[config.mk]
export PLATFORM = sky130hd
export DESIGN_NAME = peripheral_wb_burst_master
export DESIGN_NICKNAME = d
export VERILOG_FILES = /design/src/rtl/peripheral_wb_burst_master.sv
export SDC_FILE = /design/constraint.sdc
export NUM_CORES = 1
export LEC_CHECK = 0
export CAP_MARGIN = 20
export CELL_PAD_IN_SITES_DETAIL_PLACEMENT = 1
export CELL_PAD_IN_SITES_GLOBAL_PLACEMENT = 1
export CORE_AREA = 10 10 145 147
export CTS_CLUSTER_SIZE = 10
export DETAILED_ROUTE_END_ITERATION = 7
export DIE_AREA = 0 0 155 157
export HOLD_SLACK_MARGIN = 0.08
export PLACE_DENSITY = 0.87
export SETUP_SLACK_MARGIN = 0.1
export SLEW_MARGIN = 5
export SYNTH_ARGS = -nofsm -noshare
export SYNTH_HDL_FRONTEND = slang
export SYNTH_SLANG_ARGS = --single-unit
[constraint.sdc]
create_clock -name wb_clk_i -period 2.7 [get_ports wb_clk_i]
set_clock_uncertainty 0.2 [all_clocks]
set_input_delay 0.405 -clock wb_clk_i [delete_from_list [all_inputs] [get_ports wb_clk_i]]
set_output_delay 0.405 -clock wb_clk_i [all_outputs]
set_load 0.005 [all_outputs]
[src/rtl/peripheral_wb_burst_master.sv]
// peripheral_wb_burst_master
//   Wishbone B3 master engine for the GPIO subsystem DMA / test sequencer.
//   Executes one command at a time as a classic cycle, a constant-address
//   burst or an incrementing burst (linear, wrap4, wrap8, wrap16). Write data
//   arrives on a valid/ready stream, read data leaves as a one-cycle strobe.
//   After each command a programmable idle gap is inserted, then done_o
//   (with err_o on abort) pulses for one cycle.
//
// Ports
//   wb_clk_i, wb_rst_ni            clock, async active-low reset
//   cmd_valid_i / cmd_ready_o      command handshake
//   cmd_we_i, cmd_adr_i, cmd_sel_i command direction, start byte address, byte select
//   cmd_cti_i, cmd_bte_i           000 classic, 001 constant, 010 incrementing; burst type
//   cmd_len_i, cmd_wait_i          beat count, idle cycles after the command
//   wdat_valid_i/wdat_i/wdat_ready_o  write data stream
//   rdat_valid_o/rdat_o            read data strobe (no backpressure)
//   done_o, err_o                  completion pulse, abort flag
//   wb_*_o / wb_*_i                Wishbone master interface
//
// Configuration
//   PERIPHERAL_WB_MASTER_RETRY_EN  defined: wb_rty_i re-issues the beat up to
//                                  MAX_RETRY times; undefined: rty acts as err.
//
// state | meaning
// IDLE  | ready for a command
// LOAD  | waiting for a write word (cyc kept high inside a burst)
// REQ   | strobe asserted, waiting for ack/err/rty
// GAP   | idle gap count-down, done_o on the last cycle

module peripheral_wb_burst_master #(
    parameter int AW              = 32,
    parameter int DW              = 32,
    parameter int MAX_BURST_LEN   = 16,
    parameter int MAX_WAIT_STATES = 8,
    parameter int MAX_RETRY       = 4
) (
    input  logic                             wb_clk_i,
    input  logic                             wb_rst_ni,
    input  logic                             cmd_valid_i,
    output logic                             cmd_ready_o,
    input  logic                             cmd_we_i,
    input  logic [AW-1:0]                    cmd_adr_i,
    input  logic [DW/8-1:0]                  cmd_sel_i,
    input  logic [2:0]                       cmd_cti_i,
    input  logic [1:0]                       cmd_bte_i,
    input  logic [$clog2(MAX_BURST_LEN):0]   cmd_len_i,
    input  logic [$clog2(MAX_WAIT_STATES):0] cmd_wait_i,
    input  logic                             wdat_valid_i,
    input  logic [DW-1:0]                    wdat_i,
    output logic                             wdat_ready_o,
    output logic                             rdat_valid_o,
    output logic [DW-1:0]                    rdat_o,
    output logic                             done_o,
    output logic                             err_o,
    output logic [AW-1:0]                    wb_adr_o,
    output logic [DW-1:0]                    wb_dat_o,
    output logic [DW/8-1:0]                  wb_sel_o,
    output logic                             wb_we_o,
    output logic                             wb_cyc_o,
    output logic                             wb_stb_o,
    output logic [2:0]                       wb_cti_o,
    output logic [1:0]                       wb_bte_o,
    input  logic [DW-1:0]                    wb_dat_i,
    input  logic                             wb_ack_i,
    input  logic                             wb_err_i,
    input  logic                             wb_rty_i
);

    localparam int ADR_LSB = $clog2(DW/8);
    localparam int LW      = $clog2(MAX_BURST_LEN) + 1;
    localparam int WW      = $clog2(MAX_WAIT_STATES) + 1;
    localparam int RW      = ($clog2(MAX_RETRY + 1) < 1) ? 1 : $clog2(MAX_RETRY + 1);

    localparam logic [LW-1:0] LEN_MAX   = LW'(MAX_BURST_LEN);
    localparam logic [WW-1:0] WAIT_MAX  = WW'(MAX_WAIT_STATES);
    localparam logic [RW-1:0] RETRY_MAX = RW'(MAX_RETRY);

    localparam logic [2:0] CTI_CLASSIC = 3'b000;
    localparam logic [2:0] CTI_CONST   = 3'b001;
    localparam logic [2:0] CTI_INCR    = 3'b010;
    localparam logic [2:0] CTI_END     = 3'b111;

`ifdef PERIPHERAL_WB_MASTER_RETRY_EN
    localparam logic RETRY_EN = 1'b1;
`else
    localparam logic RETRY_EN = 1'b0;
`endif

    typedef enum logic [1:0] {IDLE, LOAD, REQ, GAP} state_t;

    state_t          state_q, state_d;
    logic            alive_q;
    logic            we_q;
    logic [AW-1:0]   adr_q, adr_next;
    logic [DW/8-1:0] sel_q;
    logic [2:0]      cti_q;
    logic [1:0]      bte_q;
    logic [LW-1:0]   left_q, len_eff;
    logic [WW-1:0]   wait_q, wait_eff;
    logic [DW-1:0]   dat_q;
    logic            in_burst_q;
    logic            err_q;
    logic            hold_q;
    logic [RW-1:0]   retry_q;
    logic [DW-1:0]   rdat_q;
    logic            rvalid_q;

    logic accept, wpop, ack_beat, abort, retry;
    logic is_burst_cmd, last;

    assign last         = (left_q == LW'(1));
    assign is_burst_cmd = (cmd_cti_i == CTI_CONST) || (cmd_cti_i == CTI_INCR);

    // Unknown cti codes are executed as classic single cycles.
    always_comb begin
        len_eff = cmd_len_i;
        if (!is_burst_cmd || cmd_len_i == '0)
            len_eff = LW'(1);
        else if (cmd_len_i > LEN_MAX)
            len_eff = LEN_MAX;
        wait_eff = (cmd_wait_i > WAIT_MAX) ? WAIT_MAX : cmd_wait_i;
    end

    // Wrap bursts only roll the beat-index bits; upper address bits stay put.
    always_comb begin
        adr_next = adr_q;
        if (cti_q == CTI_INCR) begin
            case (bte_q)
                2'b01:   adr_next[ADR_LSB +: 2] = adr_q[ADR_LSB +: 2] + 2'd1;
                2'b10:   adr_next[ADR_LSB +: 3] = adr_q[ADR_LSB +: 3] + 3'd1;
                2'b11:   adr_next[ADR_LSB +: 4] = adr_q[ADR_LSB +: 4] + 4'd1;
                default: adr_next = adr_q + AW'(DW/8);
            endcase
        end
    end

    always_ff @(posedge wb_clk_i or negedge wb_rst_ni) begin
        if (!wb_rst_ni)
            state_q <= IDLE;
        else
            state_q <= state_d;
    end

    always_comb begin
        state_d  = state_q;
        accept   = 1'b0;
        wpop     = 1'b0;
        ack_beat = 1'b0;
        abort    = 1'b0;
        retry    = 1'b0;
        case (state_q)
            IDLE: begin
                if (cmd_valid_i && alive_q) begin
                    accept  = 1'b1;
                    state_d = cmd_we_i ? LOAD : REQ;
                end
            end
            LOAD: begin
                if (wdat_valid_i) begin
                    wpop    = 1'b1;
                    state_d = REQ;
                end
            end
            REQ: begin
                // During a retry hold the strobe is low, so bus responses are ignored.
                if (!hold_q) begin
                    if (wb_ack_i) begin
                        ack_beat = 1'b1;
                        if (last)
                            state_d = GAP;
                        else if (we_q)
                            state_d = LOAD;
                    end else if (wb_err_i) begin
                        abort   = 1'b1;
                        state_d = GAP;
                    end else if (wb_rty_i) begin
                        if (RETRY_EN && retry_q != RETRY_MAX) begin
                            retry = 1'b1;
                        end else begin
                            abort   = 1'b1;
                            state_d = GAP;
                        end
                    end
                end
            end
            GAP: begin
                if (wait_q == '0)
                    state_d = IDLE;
            end
            default: state_d = IDLE;
        endcase
    end

    always_ff @(posedge wb_clk_i or negedge wb_rst_ni) begin
        if (!wb_rst_ni) begin
            alive_q    <= 1'b0;
            we_q       <= 1'b0;
            adr_q      <= '0;
            sel_q      <= '0;
            cti_q      <= '0;
            bte_q      <= '0;
            left_q     <= '0;
            wait_q     <= '0;
            dat_q      <= '0;
            in_burst_q <= 1'b0;
            err_q      <= 1'b0;
            hold_q     <= 1'b0;
            retry_q    <= '0;
            rdat_q     <= '0;
            rvalid_q   <= 1'b0;
        end else begin
            alive_q  <= 1'b1;
            hold_q   <= retry;
            rvalid_q <= ack_beat && !we_q;
            if (accept) begin
                we_q       <= cmd_we_i;
                adr_q      <= cmd_adr_i;
                sel_q      <= cmd_sel_i;
                cti_q      <= is_burst_cmd ? cmd_cti_i : CTI_CLASSIC;
                bte_q      <= cmd_bte_i;
                left_q     <= len_eff;
                wait_q     <= wait_eff;
                in_burst_q <= 1'b0;
                err_q      <= 1'b0;
                retry_q    <= '0;
            end
            if (wpop)
                dat_q <= wdat_i;
            if (retry)
                retry_q <= retry_q + 1'b1;
            if (ack_beat) begin
                retry_q    <= '0;
                left_q     <= left_q - 1'b1;
                adr_q      <= adr_next;
                in_burst_q <= 1'b1;
                if (!we_q)
                    rdat_q <= wb_dat_i;
            end
            if (abort)
                err_q <= 1'b1;
            if (state_q == GAP && wait_q != '0)
                wait_q <= wait_q - 1'b1;
        end
    end

    // alive_q keeps cmd_ready_o low while reset is asserted even though IDLE is the reset state.
    assign cmd_ready_o  = (state_q == IDLE) && alive_q;
    assign wdat_ready_o = (state_q == LOAD);
    assign rdat_valid_o = rvalid_q;
    assign rdat_o       = rdat_q;
    assign done_o       = (state_q == GAP) && (wait_q == '0);
    assign err_o        = done_o && err_q;

    assign wb_cyc_o = (state_q == REQ) || (state_q == LOAD && in_burst_q);
    assign wb_stb_o = (state_q == REQ) && !hold_q;
    assign wb_adr_o = adr_q;
    assign wb_dat_o = dat_q;
    assign wb_sel_o = wb_cyc_o ? sel_q : '0;
    assign wb_we_o  = wb_cyc_o && we_q;
    assign wb_cti_o = !wb_cyc_o ? CTI_CLASSIC :
                      (cti_q != CTI_CLASSIC && last) ? CTI_END : cti_q;
    assign wb_bte_o = (wb_cyc_o && cti_q == CTI_INCR) ? bte_q : 2'b00;

endmodule
# Word level (Yosys, flattened, before mapping)
# Index checks and enable logic that the tools add are counted.
[word_totals]
regBits = 121
in_bits = 122
out_inout_bits = 113
wordCells = 119
[op_classes]
n_addsub = 6
n_lt_le_gt_ge = 2
eq_ne = 19
muxes = 43
n_bitwise = 1
reduce_logical = 31
[op_table]
columns = ["op", "n"]
rows = [
  ["$mux 32", 3],
  ["$add 32x3->32 const B", 1],
  ["$mux 26", 1],
  ["$mux 2", 11],
  ["$mux 5", 4],
  ["$mux 4", 4],
  ["$mux 1", 13],
  ["$ne 2x2->1 const B", 6],
  ["$logic_and 1x1->1", 10],
  ["$mux 3", 3],
  ["$reduce_and 3->1", 3],
  ["$eq 2x2->1 const B", 4],
  ["$ne 4x4->1 const B", 2],
  ["$pmux 2 s4", 1],
  ["$eq 3x2->1 const B", 2],
  ["$pmux 2 s3", 1],
  ["$reduce_bool 2->1", 3],
  ["$eq 5x1->1 const B", 1],
  ["$gt 5x5->1 const B", 1],
  ["$logic_not 5->1", 1],
  ["$reduce_and 5->1", 1],
  ["$sub 5x1->5 const B", 1],
  ["$add 4x1->4 const B", 1],
  ["$eq 2x1->1 const B", 2],
  ["other kinds (18)", 22],
]

# Logic depth before layout (Yosys ltp)
# Gate-level depths: netlist (run 1).
[depth]
ltp_word = 7
depth_mapped = 7

# Worst setup path after synthesis (run 1)
# OpenSTA, ideal clock, no wires.
[synth_path]
kind = "register to register"
start = "reg wait_q[0]"
end = "reg state_q[1]"
setup_time_ns = 0.139
t_arrival_ns = 1.689
path_slack_ns = 0.672
path_stages_with_launch = 8
period_less_slack_ns = 2.028
cell_sequence = "dfrtp_1 inv_1 ha_1 or3b_2 nand3_1 o311ai_1 o21ai_0 o31ai_1"
[synth_via]
elab_chain_cells = 3
[synth_lines]
columns = ["item", "line", "text"]
rows = [
  ["start, declared", "99", "logic [WW-1:0] wait_q, wait_eff;"],
  ["start signal, assigned", "222", "wait_q <= wait_eff;"],
  ["start signal, assigned", "242", "wait_q <= wait_q - 1'b1;"],
  ["$logic_not 4->1", "187", "if (wait_q == '0)"],
  ["$ne 2x2->1 (no line)", "-", ""],
  ["$reduce_and 5->1 (no line)", "-", ""],
  ["end signal, assigned", "141", "state_q <= state_d;"],
  ["end, declared", "91", "state_t state_q, state_d;"],
]
# No other way between the ends.
# A chain may end at the register's enable or synchronous reset.

# Worst setup path in the final report (run 1)
[layout_path]
start = "reg wait_q[0]"
end = "out err_o"
[layout_via]
elab_chain_cells = 3
[layout_lines]
columns = ["item", "line", "text"]
rows = [
  ["$logic_not 4->1", "251", "assign done_o = (state_q == GAP) && (wait_q == '0);"],
  ["$logic_and 1x1->1", "251", ""],
  ["$logic_and 1x1->1", "252", "assign err_o = done_o && err_q;"],
  ["end, declared", "54", "output logic err_o,"],
]
# No other way between the ends.

==> impl_metrics.ini, run 1 <==
[worst_setup_path]
crit_family = simple AND/OR/NAND/NOR gates
path_class = flop to primary output
crit_path_end_kind = primary output
cp_max_fo = 4
path_cells = inv_2 -> ha_4 -> or3b_2 -> nor3_2 -> clkdlybuf4s15_2
worst-path-buf-inv = 2
critical_path_arrival_ps = 1930
worstPathRequired_ps = 2100
crit_slowest_cell = or3b_2
cpPeakStageDelay_ps = 480
crit_path_start_kind = flop

[job]
maxCapViolCount = 0

[power]
switchingPower_mw = 3.74
pwr_density_cell_nw_per_um2 = 1130
p_leak_nw = 3.86
ir_drop_mv = 0.482
pwr-share-clk_pct = 21.4
pwr-share-comb_pct = 45.2
switching_share_pct = 35.4
p_int_mw = 6.83
power_frac_seq_pct = 33.4

[logic_synthesis]
synth_top_family_by_area = simple AND/OR/NAND/NOR gates
syn_avg_cell_area_um2 = 10.7
synth_area_um2 = 5890
netlist_top_cells_area = dfrtp_1, mux2_2, nand2_1, a21oi_1, nor2_1
synth_mux_area_share_pct = 13.1
yosysWarnings = 0
synth_fa_ha_area_share_pct = 1.27
synthDistinctLibCells = 72
yosysSeqAreaShare_pct = 51.4
yosys.area_share.simple_pct = 18.1
synth-compound-area-share_pct = 13.0
synth-edff-count = 0
syn-num-nets = 676
synth_top_area_cell = dfrtp_1
synth-main-ff-cell = dfrtp_1
yosys.area.top_type_share_pct = 51.4
synth_xor_area_share_pct = 0.149
async_flop_share_pct = 100
syn_inst = 548
ys_seq_elements = 121

[die]
core_um2 = 18300
fp.dieW_um = 155
die_h_um = 157
rows = 50
initial_utilization_pct = 32.1
dieArea_um2 = 24300
boundaryPins = 235

[clock_network]
numCtsBuffers = 17
clock-sinks = 121
clk_path_buf_depth = 2
root_buffer = clkbuf_16
path_clk_slew_ps = 60
cts_tree = done
insertion_delay_ps = 420
h-tree-depth = 4

[sta]
fin_setup_tns_ps = 0
rsz0062_at_grt = yes
final.period_utilization_pct = 94.0
setup-violations-final = 0
relSlewSlack_pct = 56.6
layout_min_cycle_time_ps = 2540
finalMaxSlewViolations = 0
max_freq_mhz = 394
tightest_slew_ps = 644
hold_viol = 0

[drt]
top_layer = met4
postRouteAntennaNets = 0
drtIter0Drc = 301
drt_wl_total_um = 22600
routed-via-count = 5494
wl_met1_um = 8910
drc_errors = 0
wl_met2_um = 11400
wl_per_cell_um = 21.5
vias_per_cell = 5.22
wl_met3_um = 1690
drtPass1Iterations = 4

[final_layout]
nets = 931
drive_above_1_share_pct = 20.2
fill_cells = 1975
layoutNonFillerInstCount = 1053
area.growth.synth_to_final_pct = 59.0

[global_routing]
grt_overflow = 0
grt_pass1_wl_um = 34900
antenna_found_initial = 2
track_usage_pct = 18.3
grt_max_degree = 47
grt_pass1_vias = 5876

[placement]
gp_congestion = 0.829
portBuffers = 234
dp_cells = 1010
dp_hpwl_um = 16900

[run_status]
run_status = finished, final reports clean

[min_path]
hold_path_class = flop to flop
[power by group through the flow]
stage          clock network, mW  logic, mW  registers, mW
4_1_cts                     2.33       4.78           3.52
6_report                    2.26       4.77           3.53
3_5_place_dp                   0       4.60           3.53
5_1_grt                     2.41       5.20           3.68
2_1_floorplan                  0       1.96           3.39
3_3_place_gp                   0       4.46           3.45
[cell usage after synthesis (3+ instances only)]
library cell    n
a21o_1          3
buf_2          14
a31oi_1         3
nand4_2         3
nand2_1        61
nor2_1         35
a32oi_1         3
o21a_1          4
o32ai_1         3
and2_1          6
clkbuf_1       12
inv_1          13
a21oi_1        36
nor2b_1         3
o31ai_1         3
o22a_1          4
mux2_2         64
o22ai_1        12
nand3_1        22
nor3b_1         4
and3_1          6
nand4_1         6
dfrtp_1       121
o21ai_0        17
a311oi_1        3
a2bb2oi_1       3
a221o_1         3
nor3_1         13
ha_1            6
mux2i_1         5
[layout by cell type (no fill, tap or decap), types with 4 or more instances in the layout]
cell type	n
a21oi_1	36
mux2i_1	5
buf_12	5
nand2_1	61
clkdlybuf4s50_1	227
and2_1	6
o22ai_1	12
dfrtp_1	120
nor2_1	32
o21ai_0	17
buf_4	23
nand3_1	22
nor3_1	12
clkbuf_16	17
and3_1	6
nand4_1	6
o22a_1	4
mux2_2	64
inv_6	8
inv_1	10
o21a_1	4
ha_1	4
[metrics by stage]
stage               instance area, µm²  setup slack (ps)  utilization, %  power, mW  hold slack, ps
floorplan                         5890               672               -       5.35           -90.6
global placement                  8650               149            47.2       7.91             251
detailed placement                8650              88.0            47.2       8.13             260
CTS                               9300              13.3            50.8       10.6             275
global route                      9360              81.9            51.1       11.3             296
finish                            9360               162            51.1       10.6             272
[routing by layer]
metal | vias to the layer above | global-route usage [%]
li1 | 2524 | -
met1 | 2736 | 21.6
met2 | 201 | 30.5
met3 | 33 | 5.70
met4 | 0 | 6.70
met5 | - | 0
[cell type report]
type                    count  area (µm²)  share of cell area, %
flip-flops and latches    121        3030                   32.4
clock inverters            15         153                   1.63
repair buffers            264        2620                   28.0
multi-input cells         386        2780                   29.7
well taps                 234         293                   3.13
inverters                  13        48.8                  0.521
diodes                      3        7.51                 0.0802
clock buffers              17         425                   4.54
[path summary, 6_finish.rpt]
| check | endpoint | slack [ps] | from | cells past startpoint |
|---|---|---|---|---|
| setup / recovery | err_o | 160 | wait_q[0] | 5 |
| hold / removal | sel_q[0] | 270 | sel_q[0] | 2 |
| setup reg to reg | state_q[1] | 340 | left_q[1] | 9 |
| hold reg to reg | sel_q[0] | 270 | sel_q[0] | 2 |
| max in group asynchronous | wb_dat_o[9] | 1220 | wb_rst_ni | 3 |
| min in group asynchronous | left_q[1] | 360 | wb_rst_ni | 2 |
[what timing repair did]
item | 4_1_cts | 5_1_grt
endpoints found under the setup margin | 12 | 12
gates resized for setup | 21 | 21
pin swaps | 2 | 2
buffers inserted | 6 | 1
hold buffers | 1 | 0
endpoints found under the hold margin | 42 | 0
[registers in the layout, indices dropped and copies added (netlist names)]
signal        cells
sel_q             4
rdat_valid_o      1
err_q             1
cti_q             3
wb_dat_o         32
wb_adr_o         32
rdat_o           32
alive_q           1
in_burst_q        1
we_q              1
bte_q             2
wait_q            4
state_q           2
left_q            5
[cells by family after synthesis]
kind of cell / count (synthesis)
buffers and inverters: 41
other: 1
AOI/OAI and AO/OA: 116
adders and majority gates: 6
and+or+nand+nor: 193
xor gates and xnor gates: 1
DFF: 121
muxes: 69
[worst reg2reg max path, delay by kind of cell, from the launching register on]
kind                       cells  cell delay [ps]
DFF                            1              390
adders and majority gates      1              120
and+or+nand+nor                1              470
buffers and inverters          3              370
AOI/OAI and AO/OA              4              660
(Power assumes the default switching activity.)
==> run 2: changes to the inputs <==
- ABC_CLOCK_PERIOD_IN_PS: not set -> 2700
==> results of run 2 <==
No change in the layout: final DEF, timing and power equal those of run 1.
